==> src/rtl/mem_arbiter_if.sv <==
// Bus bundle between the fetch port, the load/store port, the memory and mem_arbiter.
// The slave modport is the arbiter's view; master is the surrounding core/memory side.
interface mem_arbiter_if #(
    parameter int unsigned ADDR_W = 32
) ();

    logic              if_req_valid;
    logic              if_req_ready;
    logic [ADDR_W-1:0] if_addr;
    logic              if_resp_valid;
    logic [31:0]       if_rdata;

    logic              d_req_valid;
    logic              d_req_ready;
    logic [ADDR_W-1:0] d_addr;
    logic              d_we;
    logic [31:0]       d_wdata;
    logic [3:0]        d_wstrb;
    logic              d_resp_valid;
    logic [31:0]       d_rdata;

    logic [ADDR_W-1:0] mem_addr;
    logic              mem_r_enable;
    logic              mem_w_enable;
    logic [31:0]       mem_wdata;
    logic [3:0]        mem_wstrb;
    logic [31:0]       mem_rdata;

    modport slave (
        input  if_req_valid, if_addr,
        input  d_req_valid, d_addr, d_we, d_wdata, d_wstrb,
        input  mem_rdata,
        output if_req_ready, if_resp_valid, if_rdata,
        output d_req_ready, d_resp_valid, d_rdata,
        output mem_addr, mem_r_enable, mem_w_enable, mem_wdata, mem_wstrb
    );

    modport master (
        output if_req_valid, if_addr,
        output d_req_valid, d_addr, d_we, d_wdata, d_wstrb,
        output mem_rdata,
        input  if_req_ready, if_resp_valid, if_rdata,
        input  d_req_ready, d_resp_valid, d_rdata,
        input  mem_addr, mem_r_enable, mem_w_enable, mem_wdata, mem_wstrb
    );

endinterface

==> src/rtl/mem_arbiter.sv <==
// Fetch / load-store arbiter in front of one single-port synchronous memory, 1-cycle response.
// MEM_ARB_RR_EN selects round-robin arbitration instead of data priority with a fetch starvation limit.
module mem_arbiter #(
    parameter int unsigned ADDR_W       = 32
`ifndef MEM_ARB_RR_EN
   ,parameter int unsigned STARVE_LIMIT = 4
`endif
) (
    input  logic          clk,
    input  logic          rst,
    mem_arbiter_if.slave  bus
);

    localparam logic [ADDR_W-1:0] WORD_MASK = ~ADDR_W'(3);

    typedef enum logic {
        ST_IDLE = 1'b0,
        ST_BUSY = 1'b1
    } state_t;

    typedef enum logic {
        OWN_IF = 1'b0,
        OWN_D  = 1'b1
    } owner_t;

    state_t state_q, state_d;
    owner_t owner_q, owner_d;
    logic   store_q, store_d;

    logic   if_grant_c;
    logic   d_grant_c;
    logic   fetch_wins_c;
    logic   pending_c;

`ifdef MEM_ARB_RR_EN
    // Set when data took the most recent grant; reset value hands fetch the first contended win.
    logic   last_d_q, last_d_d;

    assign fetch_wins_c = last_d_q;

    always_comb begin
        last_d_d = last_d_q;
        if (d_grant_c) begin
            last_d_d = 1'b1;
        end else if (if_grant_c) begin
            last_d_d = 1'b0;
        end
    end
`else
    logic [3:0] starve_q, starve_d;

    assign fetch_wins_c = (starve_q == 4'(STARVE_LIMIT));

    // Counts consecutive lost cycles of a waiting fetch; saturates so it can never wrap.
    always_comb begin
        starve_d = starve_q;
        if (!bus.if_req_valid || if_grant_c) begin
            starve_d = 4'd0;
        end else if (starve_q != 4'hF) begin
            starve_d = starve_q + 4'd1;
        end
    end
`endif

    // Winner selection; nobody is granted while reset is held.
    always_comb begin
        if_grant_c = 1'b0;
        d_grant_c  = 1'b0;
        if (!rst) begin
            if (bus.if_req_valid && bus.d_req_valid) begin
                if_grant_c = fetch_wins_c;
                d_grant_c  = !fetch_wins_c;
            end else begin
                if_grant_c = bus.if_req_valid;
                d_grant_c  = bus.d_req_valid;
            end
        end
    end

    assign bus.if_req_ready = if_grant_c;
    assign bus.d_req_ready  = d_grant_c;

    // Memory controls follow the winner in the accept cycle and idle at zero otherwise.
    always_comb begin
        bus.mem_addr     = '0;
        bus.mem_r_enable = 1'b0;
        bus.mem_w_enable = 1'b0;
        bus.mem_wdata    = '0;
        bus.mem_wstrb    = '0;
        if (d_grant_c) begin
            bus.mem_addr = bus.d_addr & WORD_MASK;
            if (bus.d_we) begin
                bus.mem_w_enable = 1'b1;
                bus.mem_wdata    = bus.d_wdata;
                bus.mem_wstrb    = bus.d_wstrb;
            end else begin
                bus.mem_r_enable = 1'b1;
            end
        end else if (if_grant_c) begin
            bus.mem_addr     = bus.if_addr & WORD_MASK;
            bus.mem_r_enable = 1'b1;
        end
    end

    // Every accept leaves one response pending for the next cycle, tagged with its owner.
    always_comb begin
        state_d = ST_IDLE;
        owner_d = owner_q;
        store_d = 1'b0;
        if (d_grant_c) begin
            state_d = ST_BUSY;
            owner_d = OWN_D;
            store_d = bus.d_we;
        end else if (if_grant_c) begin
            state_d = ST_BUSY;
            owner_d = OWN_IF;
        end
    end

    always_ff @(posedge clk) begin
        if (rst) begin
            state_q  <= ST_IDLE;
            owner_q  <= OWN_IF;
            store_q  <= 1'b0;
`ifdef MEM_ARB_RR_EN
            last_d_q <= 1'b1;
`else
            starve_q <= 4'd0;
`endif
        end else begin
            state_q  <= state_d;
            owner_q  <= owner_d;
            store_q  <= store_d;
`ifdef MEM_ARB_RR_EN
            last_d_q <= last_d_d;
`else
            starve_q <= starve_d;
`endif
        end
    end

    assign pending_c = (state_q == ST_BUSY) && !rst;

    // Response steering: read data passes straight from the memory, store acks carry zero.
    always_comb begin
        bus.if_resp_valid = 1'b0;
        bus.if_rdata      = '0;
        bus.d_resp_valid  = 1'b0;
        bus.d_rdata       = '0;
        if (pending_c) begin
            if (owner_q == OWN_D) begin
                bus.d_resp_valid = 1'b1;
                if (!store_q) begin
                    bus.d_rdata = bus.mem_rdata;
                end
            end else begin
                bus.if_resp_valid = 1'b1;
                bus.if_rdata      = bus.mem_rdata;
            end
        end
    end

endmodule
==> src/flat_wrapper.sv <==
// flat-port wrapper written by rule: the top's interface ports become plain ports
module mem_arbiter_flat 
#(
    parameter int unsigned ADDR_W       = 32

   ,parameter int unsigned STARVE_LIMIT = 4

)
  (clk, rst, bus_if_req_valid, bus_if_addr, bus_d_req_valid, bus_d_addr, bus_d_we, bus_d_wdata, bus_d_wstrb, bus_mem_rdata, bus_if_req_ready, bus_if_resp_valid, bus_if_rdata, bus_d_req_ready, bus_d_resp_valid, bus_d_rdata, bus_mem_addr, bus_mem_r_enable, bus_mem_w_enable, bus_mem_wdata, bus_mem_wstrb);
  mem_arbiter_if #(.ADDR_W(ADDR_W)) bus_i ();
  input  logic clk;
  input  logic rst;
  input wire logic [$bits(bus_i.if_req_valid)-1:0] bus_if_req_valid;
  input wire logic [$bits(bus_i.if_addr)-1:0] bus_if_addr;
  input wire logic [$bits(bus_i.d_req_valid)-1:0] bus_d_req_valid;
  input wire logic [$bits(bus_i.d_addr)-1:0] bus_d_addr;
  input wire logic [$bits(bus_i.d_we)-1:0] bus_d_we;
  input wire logic [$bits(bus_i.d_wdata)-1:0] bus_d_wdata;
  input wire logic [$bits(bus_i.d_wstrb)-1:0] bus_d_wstrb;
  input wire logic [$bits(bus_i.mem_rdata)-1:0] bus_mem_rdata;
  output wire logic [$bits(bus_i.if_req_ready)-1:0] bus_if_req_ready;
  output wire logic [$bits(bus_i.if_resp_valid)-1:0] bus_if_resp_valid;
  output wire logic [$bits(bus_i.if_rdata)-1:0] bus_if_rdata;
  output wire logic [$bits(bus_i.d_req_ready)-1:0] bus_d_req_ready;
  output wire logic [$bits(bus_i.d_resp_valid)-1:0] bus_d_resp_valid;
  output wire logic [$bits(bus_i.d_rdata)-1:0] bus_d_rdata;
  output wire logic [$bits(bus_i.mem_addr)-1:0] bus_mem_addr;
  output wire logic [$bits(bus_i.mem_r_enable)-1:0] bus_mem_r_enable;
  output wire logic [$bits(bus_i.mem_w_enable)-1:0] bus_mem_w_enable;
  output wire logic [$bits(bus_i.mem_wdata)-1:0] bus_mem_wdata;
  output wire logic [$bits(bus_i.mem_wstrb)-1:0] bus_mem_wstrb;
  assign bus_i.if_req_valid = bus_if_req_valid;
  assign bus_i.if_addr = bus_if_addr;
  assign bus_i.d_req_valid = bus_d_req_valid;
  assign bus_i.d_addr = bus_d_addr;
  assign bus_i.d_we = bus_d_we;
  assign bus_i.d_wdata = bus_d_wdata;
  assign bus_i.d_wstrb = bus_d_wstrb;
  assign bus_i.mem_rdata = bus_mem_rdata;
  assign bus_if_req_ready = bus_i.if_req_ready;
  assign bus_if_resp_valid = bus_i.if_resp_valid;
  assign bus_if_rdata = bus_i.if_rdata;
  assign bus_d_req_ready = bus_i.d_req_ready;
  assign bus_d_resp_valid = bus_i.d_resp_valid;
  assign bus_d_rdata = bus_i.d_rdata;
  assign bus_mem_addr = bus_i.mem_addr;
  assign bus_mem_r_enable = bus_i.mem_r_enable;
  assign bus_mem_w_enable = bus_i.mem_w_enable;
  assign bus_mem_wdata = bus_i.mem_wdata;
  assign bus_mem_wstrb = bus_i.mem_wstrb;
  mem_arbiter #(.ADDR_W(ADDR_W), .STARVE_LIMIT(STARVE_LIMIT)) u_core (.clk(clk), .rst(rst), .bus(bus_i));
endmodule
==> config.mk <==
export PLATFORM = sky130hd
export DESIGN_NAME = mem_arbiter_flat
export DESIGN_NICKNAME = d
export VERILOG_FILES = /design/src/rtl/mem_arbiter_if.sv /design/src/rtl/mem_arbiter.sv /design/src/flat_wrapper.sv
export SDC_FILE = /design/constraint.sdc
export NUM_CORES = 1
export LEC_CHECK = 0
export CAP_MARGIN = 20
export CORE_AREA = 2 2 106 108
export DETAILED_ROUTE_END_ITERATION = 12
export DIE_AREA = 0 0 108 110
export GPL_TIMING_DRIVEN = 0
export HOLD_SLACK_MARGIN = 0.08
export PLACE_DENSITY = 0.55
export REMOVE_ABC_BUFFERS = 1
export SLEW_MARGIN = 20
export SYNTH_ARGS = -nofsm -noshare
export SYNTH_HDL_FRONTEND = slang
export SYNTH_SLANG_ARGS = --single-unit
==> constraint.sdc <==
create_clock -name clk -period 2.82 [get_ports clk]
set_input_delay 0.564 -clock clk [delete_from_list [all_inputs] [get_ports clk]]
set_output_delay 0.564 -clock clk [all_outputs]
set_load 0.01 [all_outputs]
==> results of run 1 <==
-- cells in the final DEF (no fill, tap or decap), types with 2 or more instances in the layout --
cell / instances
sky130_fd_sc_hd__clkdlybuf4s50_1: 202
sky130_fd_sc_hd__and2_1: 66
sky130_fd_sc_hd__dlygate4sd2_1: 44
sky130_fd_sc_hd__and3_1: 36
sky130_fd_sc_hd__a22o_1: 30
sky130_fd_sc_hd__dlymetal6s2s_1: 19
sky130_fd_sc_hd__buf_4: 11
sky130_fd_sc_hd__buf_6: 6
sky130_fd_sc_hd__dfxtp_1: 6
sky130_fd_sc_hd__inv_1: 5
sky130_fd_sc_hd__buf_12: 4
sky130_fd_sc_hd__nor3_1: 3
sky130_fd_sc_hd__clkbuf_8: 3
sky130_fd_sc_hd__a21oi_4: 2
sky130_fd_sc_hd__nand3_1: 2
sky130_fd_sc_hd__a2111oi_0: 2
sky130_fd_sc_hd__conb_1: 2
sky130_fd_sc_hd__clkdlybuf4s15_2: 2
-- cell usage after synthesis, drive strengths merged (2+ instances only) --
cell type	count	area (sq um)
a2111oi	2	17.5
ha	2	25.0
and3	36	225
dfxtp	7	140
clkbuf	16	63.8
and2	66	413
nand3	2	10.0
a21oi	2	13.8
nor2b	2	12.5
a22o	30	263
nor3	3	15.0
inv	5	18.8
buf	6	42.5
-- how the worst max path moves through the flow --
stage               depth (start not counted)  slack, ns           endpoint               start
floorplan                                   4      -0.08   bus_mem_addr[10]  u_core.starve_q[0]
global placement                            4      -1.90    bus_if_rdata[2]                 rst
detailed placement                          7      -0.91  bus_mem_wdata[15]     bus_d_req_valid
CTS                                         7    0.00004  bus_mem_wdata[23]  u_core.starve_q[1]
global route                                8      0.003   bus_mem_addr[18]  u_core.starve_q[1]
finish                                      6       0.04   bus_mem_addr[17]    bus_if_req_valid
-- flip-flops by register name, indices dropped and copies added, names as in the netlist --
register         count
u_core.store_q       1
u_core.starve_q      4
u_core.owner_q       1
u_core.state_q       1
-- routing by layer --
| metal | global-route usage [%] | wire (um) |
|---|---|---|
| met1 | 15.7 | 3530 |
| met2 | 27.4 | 4970 |
| met3 | 4.76 | 1120 |
| met4 | 2.47 | 104 |
| met5 | 0 | 0 |
-- layout make-up --
cell class	instances	area [sq um]	area share, %
sequential	7	141	3.17
inverter	5	18.8	0.421
clock buffer	4	45.0	1.01
tap	140	175	3.93
timing repair buffer	290	2920	65.5
multi-input combinational	160	1160	26.0
-- where the power goes --
part / internal, uW / switching (uW)
Sequential: 103 / 3.00
Clock: 98.0 / 45.5
Combinational: 315 / 161
-- critical path, stage by stage --
cell,delay (ns)
sky130_fd_sc_hd__dlygate4sd2_1,0.30
sky130_fd_sc_hd__a311oi_4,0.36
sky130_fd_sc_hd__buf_6,0.17
sky130_fd_sc_hd__buf_6,0.14
sky130_fd_sc_hd__a22o_1,0.15
sky130_fd_sc_hd__clkdlybuf4s50_1,0.53
-- metrics by stage --
| stage | setup slack (ns) | hold WS, ns |
|---|---|---|
| after floorplan | -0.0773 | 0.491 |
| final | 0.0351 | 0.534 |
| after global routing | 0.00335 | 0.558 |
| after global placement | -1.90 | 0.513 |
| after CTS | 0.0000393 | 0.530 |
| after detailed placement | -0.905 | 0.525 |
-- logic make-up (layout without fill, tap and decap cells) --
| family | after synthesis | count (layout) | share of synthesized area [%] |
|---|---|---|---|
| AND/OR/NAND/NOR | 116 | 116 | 52.6 |
| AO/OA/AOI/OAI | 37 | 38 | 24.5 |
| buffers and inverters | 27 | 299 | 9.15 |
| flip-flops | 7 | 7 | 10.2 |
| adder cells (fa/ha/maj) | 2 | 2 | 1.83 |
| other | 1 | 2 | 0.274 |
| XOR/XNOR | 1 | 1 | 0.641 |
| multiplexers | 1 | 1 | 0.732 |
-- what timing repair did --
item | CTS | global route
cloned | 2 | 0
resized for setup | 62 | 24
pin swaps | 1 | 2
setup buffers | 10 | 5
setup endpoints to repair | 130 | 62
==> results.json, run 1 <==
{
  "status": "finished clean",
  "fp.dieH_um": 110,
  "first_pass_grt_wire_length_um": 13200,
  "placed_cells": 585,
  "drt_drc_violations_left": 0,
  "min_path_type": "flop to flop",
  "route.vias.total": 2452,
  "design.die.area_sq_um": 11900,
  "worstPathRequired_ns": 2.26,
  "r2r-end": "u_core.store_q",
  "drv.max_cap_violation_count": 0,
  "drt_wl_total_um": 9720,
  "io_pins": 275,
  "dp_hpwl_um": 7910,
  "detailedRoute.firstIterationViolations": 64,
  "floorplan_core_area_sq_um": 10700,
  "overflow": 0,
  "netlist_area_sq_um": 1370,
  "fin_tns_setup_ns": 0,
  "hold_end": "u_core.starve_q[3]",
  "dr.pass1.iters": 3,
  "final_net_count": 606,
  "worst-setup-path-type": "input pin to primary output",
  "wl_per_cell_um": 16.0,
  "final_antenna_net_count": 0,
  "cp-end-kind": "primary output",
  "synthCells": 192,
  "synth-seq-cells": 7,
  "rows": 38,
  "synth.yosys.seq_area_share_pct": 10.2,
  "max-vdd-ir-drop_uv": 99.8,
  "static-leakage-power_uw": 0.00231,
  "powerDensity_nw_per_um2": 163,
  "number_of_flops_mapped_to_enable_cells_by_yosys": 0,
  "totalPowerFinal_uw": 726,
  "worst_r2r_setup_slack_ns": 1.25,
  "port_bufs": 268,
  "maximum_number_of_pins_on_one_net_before_global_route_repair": 40,
  "final.min_clock_period_ns": 2.78,
  "clock_sinks": 7,
  "stdcell_count": 606,
  "fin_crit_sh_pct": 98.8,
  "clock_tree.root_cell": "sky130_fd_sc_hd__clkbuf_8",
  "clkSlewWorstSetupHoldPaths_ns": 0.04,
  "postSynthAreaPerCell_sq_um": 7.12,
  "cp_data_arrival_time_ns": 2.22,
  "worstMarginPinSlew_ns": 0.592,
  "post_synth_num_cell_types": 29,
  "synthToLayoutAreaGrowth_pct": 226,
  "initial_utilization_pct": 12.8,
  "crit_path_max_fanout": 12,
  "hold_start": "u_core.starve_q[3]",
  "setup_viol": 0,
  "hold_viol_final": 0,
  "maxSlewViolCount": 0,
  "global_placer_s_final_weighted_congestion": 0.748,
  "min_path_cells": 2,
  "timing.fmax_ghz": 0.359,
  "cts_htree_levels": 1,
  "filler_cell_count": 1113,
  "ctsHoldBuffers": 0,
  "cts-root-to-sink-buffers": 2,
  "rsz0062_at_grt": "false",
  "final.setup_skew_ns": 0.00165,
  "grt_pass1_vias": 2397,
  "worstSetupStartpointType": "input pin",
  "clock_insertion_delay_worst_skew_ns": 0.23,
  "layout_cells_sized_above_1_pct": 7.94,
  "cts_tree": "done",
  "final_cell_area_sq_um": 4460,
  "antenna_found_initial": 0,
  "synth_async_reset_ratio_pct": 0,
  "fin_util_pct": 41.7,
  "chipWidth_um": 108,
  "placedInstanceArea_sq_um": 4210,
  "antenna_cells": 0,
  "dr_vias_cell": 4.05,
  "cts_buffers": 3,
  "r2r_cells": 7,
  "ys.flop_type": "sky130_fd_sc_hd__dfxtp_1",
  "regToRegStartpoint": "u_core.starve_q[1]",
  "worst_slew_margin_rel_pct": 60.5,
  "ys.warnings.count": 0,
  "global_route.usage.total_pct": 14.4
}
(Power assumes the default switching activity.)
==> run 2, diff against run 1 <==
CAP_MARGIN = 10   (was 20)
SLEW_MARGIN = 10   (was 20)
==> results.json, run 2 (synthesis gave the netlist of run 1 again) <==
{
  "detailedRoute.firstIterationViolations": 102,
  "drv.max_cap_violation_count": 0,
  "min_path_type": "flop to flop",
  "timing.hold.ws_ns": 0.525,
  "pwr-share-comb_pct": 65.7,
  "io_pins": 275,
  "filler_cell_count": 1139,
  "layout.area.seq_sq_um": 143,
  "overflow": 0,
  "combined_area_of_the_multi_input_logic_cells_sq_um": 1150,
  "layout_cells_sized_above_1_pct": 6.93,
  "fin_crit_sh_pct": 97.3,
  "global_route.usage.total_pct": 14.1,
  "wl_per_cell_um": 15.8,
  "mostFrequentLayoutCell": "sky130_fd_sc_hd__clkdlybuf4s50_1",
  "most_used_cells_in_the_layout_excluding_fill_and_tap_cells": "sky130_fd_sc_hd__clkdlybuf4s50_1, sky130_fd_sc_hd__dlygate4sd2_1, sky130_fd_sc_hd__and2_1",
  "fin_tns_setup_ns": 0,
  "final.min_clock_period_ns": 2.74,
  "cts_htree_levels": 1,
  "global_placer_s_final_weighted_congestion": 0.748,
  "maximum_number_of_pins_on_one_net_before_global_route_repair": 40,
  "clock_sinks": 7,
  "internal_power_uw": 508,
  "final_net_count": 602,
  "cts_tree": "done",
  "final_cell_area_sq_um": 4360,
  "crit_path_max_fanout": 23,
  "placed_cells": 585,
  "top_register": "u_core.starve_q",
  "worstSetupStartpointType": "input pin",
  "final_antenna_net_count": 0,
  "final.setup_skew_ns": 0.00116,
  "clock_tree.root_cell": "sky130_fd_sc_hd__clkbuf_8",
  "critical_path_cell_with_the_highest_stage_delay": "sky130_fd_sc_hd__clkdlybuf4s50_1",
  "fin_util_pct": 40.8,
  "hold_viol_final": 0,
  "clock_power_share_pct": 19.4,
  "rsz0062_at_grt": "false",
  "worst-setup-path-type": "input pin to primary output",
  "clkSlewWorstSetupHoldPaths_ns": 0.04,
  "initial_utilization_pct": 12.8,
  "clock_insertion_delay_worst_skew_ns": 0.22,
  "largest_register_ffs": 4,
  "dp_hpwl_um": 7890,
  "cpPeakStageDelay_ns": 0.55,
  "dr.pass1.iters": 4,
  "cp_data_arrival_time_ns": 2.18,
  "drt_drc_violations_left": 0,
  "timing.fmax_ghz": 0.365,
  "drt_wl_total_um": 9530,
  "port_bufs": 268,
  "chipWidth_um": 108,
  "cp-end-kind": "primary output",
  "max-vdd-ir-drop_uv": 146,
  "status": "finished clean",
  "stdcell_count": 603,
  "first_pass_grt_wire_length_um": 12900,
  "maxSlewViolCount": 0,
  "cts-root-to-sink-buffers": 2,
  "dr_vias_cell": 4.08,
  "route.vias.total": 2459,
  "crit_path_frequent_cell": "sky130_fd_sc_hd__buf_8",
  "crit_path_cell_trace": "dlygate4sd2_1, a311oi_4, buf_4, buf_8, buf_8, clkdlybuf4s50_1",
  "floorplan_core_area_sq_um": 10700,
  "antenna_found_initial": 1,
  "rows": 38,
  "synthToLayoutAreaGrowth_pct": 219,
  "placedInstanceArea_sq_um": 4210,
  "power_switching_share_pct": 28.5,
  "worst_slew_margin_rel_pct": 35.2,
  "cts_buffers": 3,
  "powerDensity_nw_per_um2": 163,
  "design.die.area_sq_um": 11900,
  "worstMarginPinSlew_ns": 0.972,
  "fp.dieH_um": 110,
  "worstPathRequired_ns": 2.26,
  "power_switching_uw": 202,
  "grt_pass1_vias": 2324,
  "power_frac_seq_pct": 14.9,
  "static-leakage-power_uw": 0.00215,
  "setup_viol": 0
}
## run 2: cell types whose count changed in the layout (fill, tap and decap cells not counted), moves of 2 or more
cell                              delta
sky130_fd_sc_hd__buf_6               -2
sky130_fd_sc_hd__dlygate4sd2_1      +23
sky130_fd_sc_hd__clkdlybuf4s50_1     -8
sky130_fd_sc_hd__buf_4               -3
sky130_fd_sc_hd__dlymetal6s2s_1     -14
sky130_fd_sc_hd__clkdlybuf4s15_2     -2
## run 2: path summary, 6_finish.rpt
path	from	to	slack [ns]	cells past startpoint
worst max-delay path	rst	bus_d_req_ready	0.08	6
worst min-delay path	u_core.starve_q[3]	u_core.starve_q[3]	0.52	2
worst max register to register	u_core.starve_q[2]	u_core.state_q	1.10	6
worst min register to register	u_core.starve_q[3]	u_core.starve_q[3]	0.52	2
## run 2: what timing repair did
| action | CTS | global route |
|---|---|---|
| pin swaps | 1 | 1 |
| hold buffers | 0 | 0 |
| setup endpoints to repair | 118 | 14 |
| gates resized for setup | 80 | 8 |
| hold endpoints to repair | 0 | 0 |
| setup buffers | 10 | 1 |
| gates cloned | 2 | 0 |
## run 2: metrics by stage
stage / setup WS [ns] / power (uW)
after floorplan: -0.0773 / 223
after global placement: -1.90 / 567
after detailed placement: -0.855 / 582
after CTS: 0.000937 / 720
after global routing: 0.0162 / 756
final: 0.0773 / 710
## run 2: critical path, delay by kind of cell
family,cells,cell delay (ns)
buf+inv,5,1.30
compound gates,1,0.30
## run 2: layout make-up
cell class                      count  area share [%]
Tap cell                          140            4.01
Sequential cell                     7            3.27
Clock buffer                        4            1.03
Timing Repair Buffer              286            64.9
Multi-Input combinational cell    160            26.3
Inverter                            5           0.430
Antenna cell                        1          0.0573
## run 2: power by group through the flow
stage | Combinational (uW) | Clock, uW | Sequential [uW]
floorplan | 117 | 0 | 106
global placement | 460 | 0 | 106
CTS | 473 | 141 | 106
global route | 500 | 149 | 106
detailed placement | 475 | 0 | 107
finish | 467 | 138 | 106
## run 2: routing by layer
metal,part of all wire [%],up-vias,GRT usage (%)
li1,-,1215,-
met4,1.4,0,3.57
met1,35,1062,15.3
met2,51,174,26.1
met5,0,-,0
met3,13,8,5.06
